--- src/rtl/cache_ctrl_if.sv ---
// Signal bundle between cache_ctrl and its CPU port, tag table, data table and main memory.
// The master modport is the controller's view; slave is the surrounding environment.
interface cache_ctrl_if;
  logic        cpu_req;
  logic        cpu_we;
  logic [31:0] cpu_addr;
  logic [31:0] cpu_wdata;
  logic [31:0] cpu_rdata;
  logic        cpu_ready;

  logic [2:0]  tc_line_read;
  logic [23:0] tc_tag_read;
  logic        tc_hit;
  logic        tc_channel;
  logic        tc_write;
  logic        tc_pos;
  logic [2:0]  tc_line_write;
  logic [23:0] tc_tag_write;

  logic        dt_we;
  logic        dt_way;
  logic [2:0]  dt_line;
  logic [2:0]  dt_word;
  logic [31:0] dt_wdata;
  logic [31:0] dt_rdata;

  logic        mem_req;
  logic        mem_we;
  logic [31:0] mem_addr;
  logic [31:0] mem_wdata;
  logic [31:0] mem_rdata;
  logic        mem_ack;

  modport master (
    input  cpu_req, cpu_we, cpu_addr, cpu_wdata, tc_hit, tc_channel,
           dt_rdata, mem_rdata, mem_ack,
    output cpu_rdata, cpu_ready, tc_line_read, tc_tag_read, tc_write, tc_pos,
           tc_line_write, tc_tag_write, dt_we, dt_way, dt_line, dt_word,
           dt_wdata, mem_req, mem_we, mem_addr, mem_wdata
  );

  modport slave (
    output cpu_req, cpu_we, cpu_addr, cpu_wdata, tc_hit, tc_channel,
           dt_rdata, mem_rdata, mem_ack,
    input  cpu_rdata, cpu_ready, tc_line_read, tc_tag_read, tc_write, tc_pos,
           tc_line_write, tc_tag_write, dt_we, dt_way, dt_line, dt_word,
           dt_wdata, mem_req, mem_we, mem_addr, mem_wdata
  );
endinterface

--- src/rtl/cache_ctrl.sv ---
// Sequencing controller for a 2-way, 8-set cache: hit/miss resolution, 8-word
// refill on load miss, write-through on store, per-set LRU victim selection.
module cache_ctrl (
  input  logic         clk,
  input  logic         rst,
  cache_ctrl_if.master bus
);
  localparam logic [2:0] IDLE   = 3'd0;
  localparam logic [2:0] REFILL = 3'd1;
  localparam logic [2:0] TAGWR  = 3'd2;
  localparam logic [2:0] WRITE  = 3'd3;
  localparam logic [2:0] RESP   = 3'd4;

  logic [2:0]  state_q, state_d;
  logic [7:0]  lru_q, lru_d;
  logic [2:0]  cnt_q, cnt_d;
  logic        victim_q, victim_d;
  logic [31:0] rdata_q, rdata_d;

  logic [2:0]  set;
  logic [2:0]  word;
  logic        unused_addr_bits;

  assign set              = bus.cpu_addr[7:5];
  assign word             = bus.cpu_addr[4:2];
  assign unused_addr_bits = ^bus.cpu_addr[1:0];

  assign bus.tc_line_read  = set;
  assign bus.tc_tag_read   = bus.cpu_addr[31:8];
  assign bus.tc_line_write = set;
  assign bus.tc_tag_write  = bus.cpu_addr[31:8];
  assign bus.tc_pos        = victim_q;
  assign bus.dt_line       = set;
  assign bus.mem_wdata     = bus.cpu_wdata;
  assign bus.cpu_rdata     = rdata_q;

  always_comb begin
    state_d       = state_q;
    lru_d         = lru_q;
    cnt_d         = cnt_q;
    victim_d      = victim_q;
    rdata_d       = rdata_q;
    bus.cpu_ready = 1'b0;
    bus.mem_req   = 1'b0;
    bus.mem_we    = 1'b0;
    bus.mem_addr  = {bus.cpu_addr[31:2], 2'b00};
    bus.tc_write  = 1'b0;
    bus.dt_we     = 1'b0;
    bus.dt_way    = bus.tc_channel;
    bus.dt_word   = word;
    bus.dt_wdata  = bus.cpu_wdata;

    case (state_q)
      IDLE: begin
        if (bus.cpu_req) begin
          if (bus.cpu_we) begin
            state_d = WRITE;
            if (bus.tc_hit) begin
              bus.dt_we  = 1'b1;
              lru_d[set] = ~bus.tc_channel;
            end
          end else if (bus.tc_hit) begin
            rdata_d    = bus.dt_rdata;
            lru_d[set] = ~bus.tc_channel;
            state_d    = RESP;
          end else begin
            victim_d = lru_q[set];
            cnt_d    = '0;
            state_d  = REFILL;
          end
        end
      end
      REFILL: begin
        bus.mem_req  = 1'b1;
        bus.mem_addr = {bus.cpu_addr[31:5], cnt_q, 2'b00};
        bus.dt_way   = victim_q;
        bus.dt_word  = cnt_q;
        bus.dt_wdata = bus.mem_rdata;
        if (bus.mem_ack) begin
          bus.dt_we = 1'b1;
          if (cnt_q == word) rdata_d = bus.mem_rdata;
          cnt_d = cnt_q + 3'd1;
          if (cnt_q == 3'd7) state_d = TAGWR;
        end
      end
      TAGWR: begin
        bus.tc_write = 1'b1;
        lru_d[set]   = ~victim_q;
        state_d      = RESP;
      end
      WRITE: begin
        bus.mem_req = 1'b1;
        bus.mem_we  = 1'b1;
        if (bus.mem_ack) state_d = RESP;
      end
      RESP: begin
        bus.cpu_ready = 1'b1;
        state_d       = IDLE;
      end
      default: state_d = IDLE;
    endcase

    // Strobes are forced low for the whole reset cycle, so an abandoned
    // refill or store never leaks a request or table write past reset.
    if (!rst) begin
      bus.cpu_ready = 1'b0;
      bus.mem_req   = 1'b0;
      bus.mem_we    = 1'b0;
      bus.tc_write  = 1'b0;
      bus.dt_we     = 1'b0;
    end
  end

  always_ff @(posedge clk) begin
    if (!rst) begin
      state_q  <= IDLE;
      lru_q    <= '0;
      cnt_q    <= '0;
      victim_q <= 1'b0;
      rdata_q  <= '0;
    end else begin
      state_q  <= state_d;
      lru_q    <= lru_d;
      cnt_q    <= cnt_d;
      victim_q <= victim_d;
      rdata_q  <= rdata_d;
    end
  end
endmodule

--- src/flat_wrapper.sv ---
// flat-port wrapper written by rule: the top's interface ports become plain ports
module cache_ctrl_flat 
  (clk, rst, bus_cpu_req, bus_cpu_we, bus_cpu_addr, bus_cpu_wdata, bus_tc_hit, bus_tc_channel, bus_dt_rdata, bus_mem_rdata, bus_mem_ack, bus_cpu_rdata, bus_cpu_ready, bus_tc_line_read, bus_tc_tag_read, bus_tc_write, bus_tc_pos, bus_tc_line_write, bus_tc_tag_write, bus_dt_we, bus_dt_way, bus_dt_line, bus_dt_word, bus_dt_wdata, bus_mem_req, bus_mem_we, bus_mem_addr, bus_mem_wdata);
  cache_ctrl_if bus_i ();
  input  logic clk;
  input  logic rst;
  input wire logic [$bits(bus_i.cpu_req)-1:0] bus_cpu_req;
  input wire logic [$bits(bus_i.cpu_we)-1:0] bus_cpu_we;
  input wire logic [$bits(bus_i.cpu_addr)-1:0] bus_cpu_addr;
  input wire logic [$bits(bus_i.cpu_wdata)-1:0] bus_cpu_wdata;
  input wire logic [$bits(bus_i.tc_hit)-1:0] bus_tc_hit;
  input wire logic [$bits(bus_i.tc_channel)-1:0] bus_tc_channel;
  input wire logic [$bits(bus_i.dt_rdata)-1:0] bus_dt_rdata;
  input wire logic [$bits(bus_i.mem_rdata)-1:0] bus_mem_rdata;
  input wire logic [$bits(bus_i.mem_ack)-1:0] bus_mem_ack;
  output wire logic [$bits(bus_i.cpu_rdata)-1:0] bus_cpu_rdata;
  output wire logic [$bits(bus_i.cpu_ready)-1:0] bus_cpu_ready;
  output wire logic [$bits(bus_i.tc_line_read)-1:0] bus_tc_line_read;
  output wire logic [$bits(bus_i.tc_tag_read)-1:0] bus_tc_tag_read;
  output wire logic [$bits(bus_i.tc_write)-1:0] bus_tc_write;
  output wire logic [$bits(bus_i.tc_pos)-1:0] bus_tc_pos;
  output wire logic [$bits(bus_i.tc_line_write)-1:0] bus_tc_line_write;
  output wire logic [$bits(bus_i.tc_tag_write)-1:0] bus_tc_tag_write;
  output wire logic [$bits(bus_i.dt_we)-1:0] bus_dt_we;
  output wire logic [$bits(bus_i.dt_way)-1:0] bus_dt_way;
  output wire logic [$bits(bus_i.dt_line)-1:0] bus_dt_line;
  output wire logic [$bits(bus_i.dt_word)-1:0] bus_dt_word;
  output wire logic [$bits(bus_i.dt_wdata)-1:0] bus_dt_wdata;
  output wire logic [$bits(bus_i.mem_req)-1:0] bus_mem_req;
  output wire logic [$bits(bus_i.mem_we)-1:0] bus_mem_we;
  output wire logic [$bits(bus_i.mem_addr)-1:0] bus_mem_addr;
  output wire logic [$bits(bus_i.mem_wdata)-1:0] bus_mem_wdata;
  assign bus_i.cpu_req = bus_cpu_req;
  assign bus_i.cpu_we = bus_cpu_we;
  assign bus_i.cpu_addr = bus_cpu_addr;
  assign bus_i.cpu_wdata = bus_cpu_wdata;
  assign bus_i.tc_hit = bus_tc_hit;
  assign bus_i.tc_channel = bus_tc_channel;
  assign bus_i.dt_rdata = bus_dt_rdata;
  assign bus_i.mem_rdata = bus_mem_rdata;
  assign bus_i.mem_ack = bus_mem_ack;
  assign bus_cpu_rdata = bus_i.cpu_rdata;
  assign bus_cpu_ready = bus_i.cpu_ready;
  assign bus_tc_line_read = bus_i.tc_line_read;
  assign bus_tc_tag_read = bus_i.tc_tag_read;
  assign bus_tc_write = bus_i.tc_write;
  assign bus_tc_pos = bus_i.tc_pos;
  assign bus_tc_line_write = bus_i.tc_line_write;
  assign bus_tc_tag_write = bus_i.tc_tag_write;
  assign bus_dt_we = bus_i.dt_we;
  assign bus_dt_way = bus_i.dt_way;
  assign bus_dt_line = bus_i.dt_line;
  assign bus_dt_word = bus_i.dt_word;
  assign bus_dt_wdata = bus_i.dt_wdata;
  assign bus_mem_req = bus_i.mem_req;
  assign bus_mem_we = bus_i.mem_we;
  assign bus_mem_addr = bus_i.mem_addr;
  assign bus_mem_wdata = bus_i.mem_wdata;
  cache_ctrl u_core (.clk(clk), .rst(rst), .bus(bus_i));
endmodule
--- config.mk ---
export PLATFORM = sky130hd
export DESIGN_NAME = cache_ctrl_flat
export DESIGN_NICKNAME = d
export VERILOG_FILES = /design/src/rtl/cache_ctrl_if.sv /design/src/rtl/cache_ctrl.sv /design/src/flat_wrapper.sv
export SDC_FILE = /design/constraint.sdc
export NUM_CORES = 1
export LEC_CHECK = 0
export BUFFER_PORTS_ARGS = -buffer_cell sky130_fd_sc_hd__clkbuf_2
export CAP_MARGIN = 5
export CELL_PAD_IN_SITES_DETAIL_PLACEMENT = 1
export CELL_PAD_IN_SITES_GLOBAL_PLACEMENT = 2
export CORE_MARGIN = 1.5
export CORE_UTILIZATION = 18
export DETAILED_ROUTE_END_ITERATION = 10
export PLACE_DENSITY = 0.75
export SLEW_MARGIN = 20
export SYNTH_ARGS = -nofsm -noshare
export SYNTH_HDL_FRONTEND = slang
export SYNTH_SLANG_ARGS = --single-unit
export TNS_END_PERCENT = 10
--- constraint.sdc ---
create_clock -name clk -period 1.81 [get_ports clk]
set_clock_uncertainty 0.05 [all_clocks]
set_input_delay 0 -clock clk [delete_from_list [all_inputs] [get_ports clk]]
set_output_delay 0 -clock clk [all_outputs]
set_load 0.03 [all_outputs]
==> results of run 1 <==
## cell usage in the layout (no fill, tap or decap), types with 2 or more instances in the layout
master	instances
sky130_fd_sc_hd__nor3_1	3
sky130_fd_sc_hd__buf_16	3
sky130_fd_sc_hd__inv_1	3
sky130_fd_sc_hd__conb_1	2
sky130_fd_sc_hd__mux2_4	36
sky130_fd_sc_hd__clkbuf_8	2
sky130_fd_sc_hd__nor2_1	16
sky130_fd_sc_hd__clkbuf_16	6
sky130_fd_sc_hd__buf_8	37
sky130_fd_sc_hd__buf_4	21
sky130_fd_sc_hd__ha_1	2
sky130_fd_sc_hd__a21oi_1	4
sky130_fd_sc_hd__buf_6	9
sky130_fd_sc_hd__clkbuf_2	189
sky130_fd_sc_hd__nand2_1	68
sky130_fd_sc_hd__mux2i_1	43
sky130_fd_sc_hd__a21oi_2	2
sky130_fd_sc_hd__o21ai_0	6
sky130_fd_sc_hd__xnor2_1	3
sky130_fd_sc_hd__dfxtp_1	46
sky130_fd_sc_hd__nand4_1	4
sky130_fd_sc_hd__and2_1	3
sky130_fd_sc_hd__nor4b_1	2
sky130_fd_sc_hd__buf_12	8
sky130_fd_sc_hd__nor2b_1	2
sky130_fd_sc_hd__nand3_1	5
sky130_fd_sc_hd__a32oi_1	2
sky130_fd_sc_hd__mux4_2	2
sky130_fd_sc_hd__dlygate4sd3_1	25
sky130_fd_sc_hd__mux2_2	32
## worst min-delay path: stages
cell and delay (ps):
sky130_fd_sc_hd__clkbuf_2 70, sky130_fd_sc_hd__mux2_2 130, sky130_fd_sc_hd__nand2_1 50, sky130_fd_sc_hd__mux2i_1 100
## cells by family after synthesis
group,share of synthesized area
AO/OA/AOI/OAI,0.0292
XOR/XNOR,0.00668
adder cells (fa/ha/maj),0.00636
buffers and inverters,0.275
flip-flops,0.239
multiplexers,0.315
other,0.000953
AND/OR/NAND/NOR,0.128
## routing by layer
| metal | vias to the layer above | track usage |
|---|---|---|
| met5 | - | 0 |
| met4 | 0 | 0.0296 |
| met3 | 8 | 0.0223 |
| met2 | 164 | 0.187 |
| met1 | 1598 | 0.120 |
| li1 | 1690 | - |
## metrics by stage
stage	util	hold WS, ps	TNS, ps
after floorplan	-	81.7	-216
after global placement	0.218	-49.6	-574
after detailed placement	0.218	-49.6	-668
after CTS	0.269	34.7	-1370
after global routing	0.276	47.7	-5350
final	0.276	42.8	-403
## timing repair
action	in CTS	in global routing
endpoints found under the hold margin	73	0
buffers inserted	9	3
hold buffers	25	0
resized for setup	124	51
cloned	3	1
setup endpoints to repair	72	74
pin swaps	1	1
## power by group
| group | switching (uW) | internal, uW |
|---|---|---|
| Combinational | 1340 | 1130 |
| Clock | 432 | 688 |
| Sequential | 44.4 | 1110 |
| Total | 1820 | 2930 |
## sequential cells by signal (all words and copies together), names as in the netlist
| name | count |
|---|---|
| u_core.bus.tc_pos | 1 |
| u_core.cnt_q | 3 |
| u_core.state_q | 3 |
| u_core.bus.cpu_rdata | 32 |
| u_core.lru_q | 8 |
## how the worst max path moves through the flow
stage,startpoint,endpoint,slack (ps)
finish,u_core.state_q[0],bus_dt_wdata[20],-30
global route,u_core.state_q[0],u_core.bus.cpu_rdata[16],-110
CTS,u_core.state_q[0],bus_dt_wdata[24],-60
detailed placement,u_core.state_q[0],u_core.bus.cpu_rdata[11],-40
global placement,u_core.state_q[0],u_core.bus.cpu_rdata[21],-30
floorplan,u_core.state_q[2],bus_mem_addr[2],-110
## cell type report
cell class              instances  area, um^2  share of cell area
well taps                     275         344              0.0588
repair buffers                294        2290               0.391
flip-flops and latches         47         942               0.161
clock buffers                   6         139              0.0237
clock inverters                 2        35.0             0.00598
multi-input cells             252        2090               0.357
inverters                       3        11.3             0.00192
==> flow_metrics.tcl, run 1 <==
set metrics [dict create \
    wp_buf_inv 4 \
    clk_pin_slew_ps 70 \
    floorplan.die.width_um 151 \
    postLayoutCellArea_um2 5860 \
    yosysTopAreaCell "sky130_fd_sc_hd__dfxtp_1" \
    pin_count 330 \
    pre_cts_ws_ps -35.1 \
    slew_violations 0 \
    clk_root_buffer_cell "sky130_fd_sc_hd__clkbuf_16" \
    post_synth_main_area_contributors "sky130_fd_sc_hd__dfxtp_1 (24%), sky130_fd_sc_hd__buf_4 (23%), sky130_fd_sc_hd__mux2_2 (19%)" \
    drt_iter0_markers 87 \
    status "complete, but fails checks" \
    tritoncts.num_buffers 5 \
    syn-instance-count 447 \
    grt.total_usage 0.103 \
    synth-async-reset-ratio 0 \
    dr_total_vias 3460 \
    cts-root-to-sink-buffers 2 \
    worstRegToRegCells 5 \
    r2r_slack_ps -10 \
    cap_viol_max_count 0 \
    crit_family "buffers and inverters" \
    synth.top_cells.by_count "sky130_fd_sc_hd__buf_4 (121), sky130_fd_sc_hd__mux2_2 (68), sky130_fd_sc_hd__nand2_1 (68)" \
    hold_start "bus_dt_rdata[12]" \
    crit_reg_reg_startpoint "u_core.state_q[0]" \
    min_period_over_period 1.02 \
    yosysUniqueCellTypes 35 \
    floorplan.initialDensity 0.185 \
    die_height_um 151 \
    finalHoldViolCount 0 \
    pin_count_of_the_biggest_net_entering_global_routing 44 \
    fin_cells 879 \
    drt.antenna.violating_nets 0 \
    fp.coreArea_um2 21200 \
    synth_seq_area_share 0.239 \
    yosys.cell_count.top_type "sky130_fd_sc_hd__buf_4" \
    crit_required_ps 1760 \
    critical-path-max-stage-delay_ps 330 \
    crit_path_frequent_cell "sky130_fd_sc_hd__buf_6" \
    first_pass_grt_wire_length_um 18000 \
    synthesis.area_um2 3940 \
    route.detailed.drc 0 \
    synth_ff_type "sky130_fd_sc_hd__dfxtp_1" \
    rsz0062_at_grt "true" \
    clock.fmax_mhz 544 \
    data_arrival_at_the_endpoint_of_the_critical_path_ps 1790 \
    postSynthRegisterBits 47 \
    critical_path.reg2reg.endpoint "u_core.bus.cpu_rdata[20]" \
    placedInstanceArea_um2 4630 \
    tightest_slew_ps 955 \
    die_area_um2 22800 \
    sequence_of_cells_on_the_critical_path "buf_6 -> nor3b_4 -> buf_6 -> buf_12 -> mux2_4 -> buf_8" \
    failed_checks "negative setup slack" \
    worst-path-stages 6 \
    crit_path_max_fanout 7 \
    layout.filler_cells 2544 \
    cts_tree "built" \
    finalNetCount 740 \
    worst_slack_ps -29.2 \
    topRoutingLayerUsed "met4" \
    slew_headroom 0.361 \
    grt_pass1_vias 3431 \
    crit_path_end_kind "primary output" \
    worstSkewPairLatency_ps 300 \
    antenna_found_initial 0 \
    critical_path.slowest_cell "sky130_fd_sc_hd__dfxtp_2" \
    hold-path-endpoint "u_core.bus.cpu_rdata[12]" \
    first_pass_drt_iterations 4 \
    power_density_nw_per_um2 812 \
    rows 53 \
    place.gp.congestion 0.694 \
    grt_overflow 0 \
    report.power.total_uw 4750 \
    portBuffers 229 \
    dp_hpwl_um 9320 \
    wl_per_cell_um 14.7 \
    antenna_cells 0 \
    period_needed_ps 1840 \
    detail_route.wirelength_um 12900 \
    timing.setup.critical_path_class "reg -> out" \
    wirelength_met1_um 5090 \
    synth-edff-count 0 \
    power.ir.vdd_worst_uv 459 \
    met3_wire_length_um 944 \
    synth_warnings 0 \
    maximum_level_of_the_cts_h_tree 2 \
    synth_top_area_share 0.239 \
    cellLeakagePower_uw 0.00297 \
    wl_met2_um 6760 \
    dp_cells 830 \
    layout-area-overhead-vs-synth_pct 48.8 \
    hold_path.class "in -> reg" \
    timing.critical_path.from_type "flop" \
    detail_route.vias_per_cell 3.94 \
    synth_area_per_cell_um2 8.81 \
    hold_path_depth 4 \
    report.final.setup_viol 42 \
    numClockSinks 47 \
    drive_above_1_share 0.593 \
]
(Power assumes the default switching activity.)
==> inputs of run 2 (changes only) <==
BUFFER_PORTS_ARGS = default   (was -buffer_cell sky130_fd_sc_hd__clkbuf_2)
CORE_AREA = 2 2 127 129   (was default)
CORE_MARGIN = default   (was 1.5)
CORE_UTILIZATION = default   (was 18)
DIE_AREA = 0 0 129 131   (was default)
DONT_BUFFER_PORTS = 1   (was default)
PLACE_DENSITY = default   (was 0.75)
PLACE_DENSITY_LB_ADDON = 0.1   (was default)
SKIP_CTS_REPAIR_TIMING = 1   (was default)
==> run 2 against run 1 <==
  * The run ends with negative hold slack left
  * Clock power about the same
  * Critical path depth fell by 1
  * Hold slack lost 87 ps
  * Non-clock buffer count down 177
  * Core utilization grew 2.9 points
  * Critical endpoint is now u_core.bus.cpu_rdata[10]
==> flow_metrics.tcl, run 2 (synthesis results as in run 1) <==
set metrics [dict create \
    finalNetCount 563 \
    flip_flop_count_of_the_largest_register_after_layout 32 \
    seqPwrFrac 0.312 \
    grt_overflow 0 \
    clock_power_share 0.265 \
    place.gp.congestion 0.664 \
    min_period_over_period 1.00 \
    combinational_power_share 0.423 \
    finalHoldViolCount 25 \
    antenna_found_initial 0 \
    dp_cells 537 \
    tritoncts.num_buffers 5 \
    fin_cells 643 \
    floorplan.initialDensity 0.252 \
    fin_worst_hold_slack_ps -44.5 \
    detail_route.vias_per_cell 4.49 \
    clk_root_buffer_cell "sky130_fd_sc_hd__clkbuf_16" \
    critical_path.reg2reg.endpoint "u_core.bus.cpu_rdata[10]" \
    cap_viol_max_count 0 \
    slew_violations 0 \
    crit_path_max_fanout 17 \
    portBuffers 0 \
    pre_cts_ws_ps -95.4 \
    power.internal_uw 2530 \
    drt.antenna.violating_nets 0 \
    numClockSinks 47 \
    hold_start "bus_cpu_addr[7]" \
    floorplan.die.width_um 129 \
    antenna_cells 0 \
    cts_tree "built" \
    dp_hpwl_um 7720 \
    first_pass_drt_iterations 4 \
    cellLeakagePower_uw 0.00208 \
    timing.critical_path.from_type "flop" \
    hold_path.class "in -> reg" \
    maximum_level_of_the_cts_h_tree 2 \
    crit_path_end_kind "flop" \
    route.detailed.drc 0 \
    drt_iter0_markers 73 \
    worstRegToRegCells 5 \
    power.ir.vdd_worst_uv 368 \
    period_needed_ps 1810 \
    slew_headroom 0.358 \
    layout-area-overhead-vs-synth_pct 20.9 \
    pin_count_of_the_biggest_net_entering_global_routing 70 \
    hold-path-endpoint "u_core.lru_q[0]" \
    status "complete, but fails checks" \
    mostFrequentLayoutCells "sky130_fd_sc_hd__dlygate4sd3_1 (84), sky130_fd_sc_hd__nand2_1 (68), sky130_fd_sc_hd__dfxtp_1 (46), sky130_fd_sc_hd__mux2i_1 (43), sky130_fd_sc_hd__mux2_2 (35)" \
    worst_slack_ps 0.231 \
    dr_total_vias 2886 \
    grt.total_usage 0.113 \
    timing.setup.critical_path_class "reg -> reg" \
    clock.fmax_mhz 553 \
    pin_count 330 \
    first_pass_grt_wire_length_um 14700 \
    r2r_slack_ps 0.2 \
    detail_route.wirelength_um 12000 \
    data_arrival_at_the_endpoint_of_the_critical_path_ps 1940 \
    die_area_um2 16900 \
    die_height_um 131 \
    power_density_nw_per_um2 875 \
    tightest_slew_ps 959 \
    crit_reg_reg_startpoint "u_core.state_q[0]" \
    wl_per_cell_um 18.7 \
    switching_share_of_total_power 0.392 \
    rows 46 \
    failed_checks "negative hold slack" \
    clk_pin_slew_ps 70 \
    rsz0062_at_grt "true" \
    report.final.setup_viol 0 \
    drive_above_1_share 0.286 \
    most_frequent_standard_cell_in_the_layout_excluding_fill_and_tap_cells "sky130_fd_sc_hd__dlygate4sd3_1" \
    power.net_switching_uw 1630 \
    crit_required_ps 1940 \
    worstSkewPairLatency_ps 290 \
    fp.coreArea_um2 15600 \
    grt_pass1_vias 2623 \
    hold_path_depth 4 \
    final_core_utilization 0.305 \
    cts-root-to-sink-buffers 2 \
]
run 2: per-stage QoR:
step / area (um^2) / TNS [ps] / total power (uW)
floorplan: 3950 / -216 / 2700
global placement: 3340 / -2360 / 2370
detailed placement: 3340 / -1390 / 2370
CTS: 3520 / -9670 / 3520
global route: 4760 / -3820 / 4380
finish: 4760 / 0 / 4160
run 2: power groups by stage:
stage | Combinational (uW) | Sequential [uW] | Clock, uW
floorplan | 1400 | 1300 | 0
global placement | 1040 | 1330 | 0
detailed placement | 1050 | 1330 | 0
CTS | 1050 | 1300 | 1170
global route | 1860 | 1310 | 1200
finish | 1760 | 1300 | 1100
run 2: metal layers:
| layer | track usage | part of all wire | vias to the layer above |
|---|---|---|---|
| li1 | - | - | 1337 |
| met2 | 0.197 | 0.53 | 143 |
| met4 | 0.0352 | 0.0082 | 0 |
| met3 | 0.0529 | 0.083 | 9 |
| met1 | 0.124 | 0.38 | 1397 |
| met5 | 0 | 0 | - |
run 2: worst max path at each step:
stage | startpoint | cells after the start | endpoint | slack, ps
floorplan | u_core.state_q[2] | 7 | bus_mem_addr[2] | -110
global placement | u_core.state_q[0] | 7 | u_core.bus.cpu_rdata[16] | -120
detailed placement | u_core.state_q[0] | 7 | u_core.bus.cpu_rdata[16] | -100
CTS | u_core.state_q[0] | 6 | bus_dt_we | -290
global route | u_core.state_q[0] | 5 | u_core.bus.cpu_rdata[29] | -80
finish | u_core.state_q[0] | 5 | u_core.bus.cpu_rdata[10] | 0.2
run 2: cell type report:
type                       instances  area, um^2
multi-input combinational        252        2080
tap                              216         270
clock buffer                       6         139
fill                            1767       10800
clock inverter                     2        35.0
sequential                        47         942
timing repair buffer             117        1270
inverter                           3        11.3
run 2: critical path: stages (launching register included):
cell	delay, ps
sky130_fd_sc_hd__dfxtp_2	320
sky130_fd_sc_hd__or3b_1	360
sky130_fd_sc_hd__a211o_1	340
sky130_fd_sc_hd__a211o_4	320
sky130_fd_sc_hd__buf_12	170
sky130_fd_sc_hd__mux2i_1	120
